[src/rtl/imem_loader.sv]
// Byte-stream program loader: packs 3 bytes per instruction word and writes it into the instruction memory.
// Latency: write strobe one cycle after the third byte; done one cycle after the last write (or after the header).
module imem_loader #(
    parameter int ISIZE      = 18,
    parameter int DSIZE      = 16,
    parameter int IMEM_DEPTH = 256,
    parameter bit AUTO_RUN   = 1'b1
) (
    input  logic             Clk,
    input  logic             Rst,
    input  logic             load_start,
    input  logic [7:0]       in_data,
    input  logic             in_valid,
    output logic             in_ready,
    output logic             imem_we,
    output logic [DSIZE-1:0] imem_addr,
    output logic [ISIZE-1:0] imem_wdata,
    output logic             cpu_run,
    output logic             busy,
    output logic             done,
    output logic             fmt_err,
    output logic             ovf_err
);

    typedef enum logic [2:0] {
        IDLE, CNT_HI, CNT_LO, B0, B1, B2, WRITE, FIN
    } state_t;

    // Bits of byte0 above the instruction's top field must be zero.
    localparam logic [7:0] HI_MASK = 8'(8'hFF << (ISIZE - 16));

    state_t             state, state_nxt;
    logic [15:0]        count;
    logic [DSIZE-1:0]   idx;
    logic [ISIZE-1:8]   acc;
    logic               xfer;
    logic [15:0]        cnt_full;
    logic               idx_in_range;
    logic               last_word;

    assign xfer         = in_valid & in_ready;
    assign cnt_full     = {count[15:8], in_data};
    assign idx_in_range = (32'(idx) < IMEM_DEPTH);
    assign last_word    = ((32'(idx) + 32'd1) == 32'(count));

    always_ff @(posedge Clk) begin
        if (!Rst) begin
            state <= IDLE;
        end else begin
            state <= state_nxt;
        end
    end

    always_comb begin
        state_nxt = state;
        in_ready  = 1'b0;
        case (state)
            IDLE: begin
                if (load_start) state_nxt = CNT_HI;
            end
            CNT_HI: begin
                in_ready = 1'b1;
                if (xfer) state_nxt = CNT_LO;
            end
            CNT_LO: begin
                in_ready = 1'b1;
                if (xfer) state_nxt = (cnt_full == 16'd0) ? FIN : B0;
            end
            B0: begin
                in_ready = 1'b1;
                if (xfer) state_nxt = B1;
            end
            B1: begin
                in_ready = 1'b1;
                if (xfer) state_nxt = B2;
            end
            B2: begin
                in_ready = 1'b1;
                if (xfer) state_nxt = WRITE;
            end
            WRITE: begin
                state_nxt = last_word ? FIN : B0;
            end
            FIN: begin
                state_nxt = IDLE;
            end
            default: state_nxt = IDLE;
        endcase
    end

    always_ff @(posedge Clk) begin
        if (!Rst) begin
            count      <= '0;
            idx        <= '0;
            acc        <= '0;
            imem_we    <= 1'b0;
            imem_addr  <= '0;
            imem_wdata <= '0;
            cpu_run    <= AUTO_RUN;
            busy       <= 1'b0;
            done       <= 1'b0;
            fmt_err    <= 1'b0;
            ovf_err    <= 1'b0;
        end else begin
            imem_we <= 1'b0;
            done    <= 1'b0;
            case (state)
                IDLE: begin
                    if (load_start) begin
                        cpu_run <= 1'b0;
                        busy    <= 1'b1;
                        fmt_err <= 1'b0;
                        ovf_err <= 1'b0;
                        idx     <= '0;
                    end
                end
                CNT_HI: begin
                    if (xfer) count[15:8] <= in_data;
                end
                CNT_LO: begin
                    if (xfer) begin
                        count[7:0] <= in_data;
                        if (cnt_full == 16'd0) done <= 1'b1;
                        else ovf_err <= (32'(cnt_full) > IMEM_DEPTH);
                    end
                end
                B0: begin
                    if (xfer) begin
                        acc[ISIZE-1:16] <= in_data[ISIZE-17:0];
                        if ((in_data & HI_MASK) != 8'd0) fmt_err <= 1'b1;
                    end
                end
                B1: begin
                    if (xfer) acc[15:8] <= in_data;
                end
                B2: begin
                    // Words past the memory depth are still consumed, just not written.
                    if (xfer) begin
                        imem_we    <= idx_in_range;
                        imem_addr  <= idx;
                        imem_wdata <= {acc, in_data};
                    end
                end
                WRITE: begin
                    idx <= idx + 1'b1;
                    if (last_word) done <= 1'b1;
                end
                FIN: begin
                    busy    <= 1'b0;
                    cpu_run <= 1'b1;
                end
                default: ;
            endcase
        end
    end

endmodule

[config.mk]
export PLATFORM = sky130hd
export DESIGN_NAME = imem_loader
export DESIGN_NICKNAME = d
export VERILOG_FILES = /design/src/rtl/imem_loader.sv
export SDC_FILE = /design/constraint.sdc
export NUM_CORES = 1
export LEC_CHECK = 0
export ABC_AREA = 1
export CELL_PAD_IN_SITES_DETAIL_PLACEMENT = 0
export CELL_PAD_IN_SITES_GLOBAL_PLACEMENT = 1
export CORE_ASPECT_RATIO = 1.75
export CORE_MARGIN = 10
export CORE_UTILIZATION = 42
export DETAILED_ROUTE_END_ITERATION = 6
export PLACE_DENSITY = 0.93
export SYNTH_ARGS = -nofsm -noshare
export SYNTH_HDL_FRONTEND = slang
export SYNTH_SLANG_ARGS = --single-unit
export TNS_END_PERCENT = 50
[constraint.sdc]
create_clock -name Clk -period 2.8 [get_ports Clk]
set_input_delay 0.56 -clock Clk [delete_from_list [all_inputs] [get_ports Clk]]
set_output_delay 0.56 -clock Clk [all_outputs]
set_load 0.1 [all_outputs]
==> results.py <==
metrics = {
    "layout": {
        "nets": 653,
        "synthToLayoutAreaGrowth_pct": 20.3,
        "diodes": 0,
        "instances_no_fill": 764,
        "fill_cells": 974,
        "stdcell_area_sq_um": 4870,
        "layout-drive-gt1-share_pct": 12.5,
        "seq_area_sq_um": 1700,
        "multi_input_area_sq_um": 2000,
    },
    "floorplan": {
        "initial_core_util_pct": 42.8,
        "dieWidth_um": 94.2,
        "ios": 53,
        "core_sq_um": 9470,
        "num_rows": 47,
        "die_y_um": 150,
        "die_area_sq_um": 14100,
    },
    "synth": {
        "yosysWarnings": 0,
        "syn_inst": 591,
        "synth-seq-cells": 85,
        "ys_seq_area_share_pct": 42.0,
        "netlist_area_sq_um": 4050,
        "syn-num-nets": 607,
        "avgSynthCellArea_sq_um": 6.85,
        "synthDistinctLibCells": 32,
    },
    "sta": {
        "finalCritPeriodShare_pct": 77.8,
        "slew_violations": 0,
        "rsz0062_at_grt": "false",
        "tns_ns": 0,
        "finalCriticalPeriod_ns": 2.18,
        "slew_headroom_pct": 63.5,
        "fin_skew_ns": 0.00658,
        "hold_viol_final": 0,
        "setup_viol": 0,
        "fmax_mhz": 459,
        "tightestPinTransition_ns": 0.547,
    },
    "worst_setup_path": {
        "crit_top_cell": "nand2_1",
        "cp-start-kind": "flip-flop",
        "critPathMaxStageDelay_ns": 0.49,
        "required_ns": 3.08,
        "critPathBufInv": 0,
        "cp_top_family": "simple AND/OR/NAND/NOR gates",
        "end_kind": "flip-flop",
        "cp_cell_sequence": "ha_1 > nand2_2 > nor2_4 > nand2_1 > nand2_1 > nand2_1 > nand2_1 > nand2_1 > nor2_1 > nand2_1 > nor2_1 > nand3_1 > nand2_1 > nand2_1 > a21oi_1",
        "cp.arrival_ns": 2.46,
        "worstPathMaxFanout": 8,
        "path_class": "reg2reg",
        "cp_slowest_cell": "dfxtp_1",
    },
    "placed_design": {
        "gp_congestion": 0.913,
        "io_buffers": 52,
        "dp_hpwl_mm": 8.68,
        "placed_cell_area_sq_um": 4560,
        "dp_cells": 748,
    },
    "global_routing": {
        "grt-ovfl-total": 0,
        "first_global_vias": 3921,
        "track_usage_pct": 16.8,
        "grt_pass1_wl_mm": 18.8,
        "antenna_found_initial": 0,
        "grt_max_degree": 54,
    },
    "power": {
        "peakVddDrop_mv": 0.369,
        "powerDensity_nw_per_um2": 560,
        "p_leak_nw": 2.06,
    },
    "hold_path": {
        "hold_path.class": "reg2reg",
    },
    "clocking": {
        "cts_resized": 0,
        "clk_root_buffer_cell": "clkbuf_16",
        "clockBufferDepth": 2,
        "cts_hold_buf": 0,
        "tritoncts": "yes",
        "h-tree-depth": 3,
        "cts_setup_buffers": 0,
        "clkSinkCount": 85,
        "cts_made_buffers": 9,
        "clkLatencyLatePin_ns": 0.35,
        "path_clk_slew_ns": 0.06,
    },
    "detailed_routing": {
        "ant_nets": 0,
        "via_per_inst": 5.17,
        "vias": 3952,
        "drt_iter0_markers": 263,
        "avgRoutedWirePerCell_um": 15.1,
        "drc": 0,
        "dr.pass1.iters": 5,
        "totalWireLength_mm": 11.5,
    },
    "run": {
        "maxCapViolations": 0,
    },
    "run_status": {
        "status": "complete, no violations",
    },
}
[kinds of logic after synthesis]
family / synth area share, %
xor gates and xnor gates: 2.26
DFF: 42.0
adders and majority gates: 1.24
AOI/OAI and AO/OA: 16.0
buffers and inverters: 8.59
and+or+nand+nor: 29.9
[worst min-delay path: stages (launching register included)]
cell	delay (ns)
dfxtp_1	0.30
inv_1	0.07
a21oi_1	0.06
[layout make-up]
type / count / area share [%]
inverters: 63 / 4.85
clock buffers: 9 / 4.62
multi-input cells: 420 / 41.0
flip-flops and latches: 85 / 34.9
repair buffers: 58 / 9.76
well taps: 122 / 3.13
clock inverters: 7 / 1.67
[per-layer routing]
| layer | GRT usage, % | share of wire [%] | routed length (um) | vias to the layer above |
|---|---|---|---|---|
| li1 | - | - | - | 2014 |
| met1 | 17.0 | 38 | 4360 | 1805 |
| met2 | 30.9 | 53 | 6130 | 104 |
| met3 | 3.11 | 5.0 | 577 | 29 |
| met4 | 9.47 | 3.8 | 440 | 0 |
| met5 | 0 | 0 | 0 | - |
[power by group]
part | switching, mW | internal (mW)
Clock | 0.526 | 0.705
Sequential | 0.0180 | 1.23
Combinational | 0.176 | 0.0736
[sequential cells by signal (all words and copies together), names as in the netlist]
signal / count
busy: 1
state: 3
imem_we: 1
done: 1
idx: 16
ovf_err: 1
count: 16
acc: 10
imem_addr: 16
fmt_err: 1
cpu_run: 1
imem_wdata: 18
[path summary, 6_finish.rpt]
kind                               from        endpoint  slack (ns)  depth (start not counted)
worst min register to register  acc[17]  imem_wdata[17]        0.47                          2
worst max-delay path             idx[0]        state[2]        0.62                         15
worst max register to register   idx[0]        state[2]        0.62                         15
worst min-delay path            acc[17]  imem_wdata[17]        0.47                          2
[placed cells by master, fill, tap and decap left out, types with 2 or more instances in the layout]
master	instances
nand3_1	45
nor3_1	6
xnor2_1	2
xor3_1	2
ha_1	4
xor2_1	3
nor2_4	2
dfxtp_1	85
nor4_1	3
o21ai_0	67
nand2_2	3
clkinv_4	2
inv_6	2
clkbuf_16	9
nor2_1	95
inv_2	4
nand4_1	8
nor2_2	5
nand3b_1	2
nand2_1	112
clkdlybuf4s50_1	11
buf_4	46
a21oi_1	53
inv_1	59
[cell usage after synthesis, drive strengths merged]
| cell type | instances | share of area (%) |
|---|---|---|
| xor3 | 2 | 1.2 |
| a221oi | 1 | 0.22 |
| a21oi | 53 | 6.6 |
| nand3b | 2 | 0.37 |
| o211ai | 1 | 0.19 |
| xnor2 | 2 | 0.43 |
| nor4 | 3 | 0.46 |
| o2111ai | 1 | 0.22 |
| ha | 4 | 1.2 |
| nor3 | 6 | 0.74 |
| nand3 | 46 | 5.8 |
| buf | 10 | 1.5 |
| nand4 | 8 | 1.2 |
| xor2 | 3 | 0.65 |
| inv | 63 | 5.8 |
| o21ai | 69 | 8.6 |
| a211oi | 1 | 0.19 |
| clkbuf | 13 | 1.2 |
| dfxtp | 85 | 42 |
| nand2 | 116 | 11 |
| nor2 | 102 | 10 |
[through the flow]
stage,hold slack [ns],power (mW),utilization (%),worst slack [ns]
2_1_floorplan,0.430,1.44,-,0.395
3_3_place_gp,0.442,1.52,48.2,0.537
3_5_place_dp,0.455,1.52,48.2,0.474
4_1_cts,0.469,2.75,51.4,0.611
5_1_grt,0.478,2.82,51.4,0.382
6_report,0.471,2.73,51.4,0.621
(Power assumes the default switching activity.)
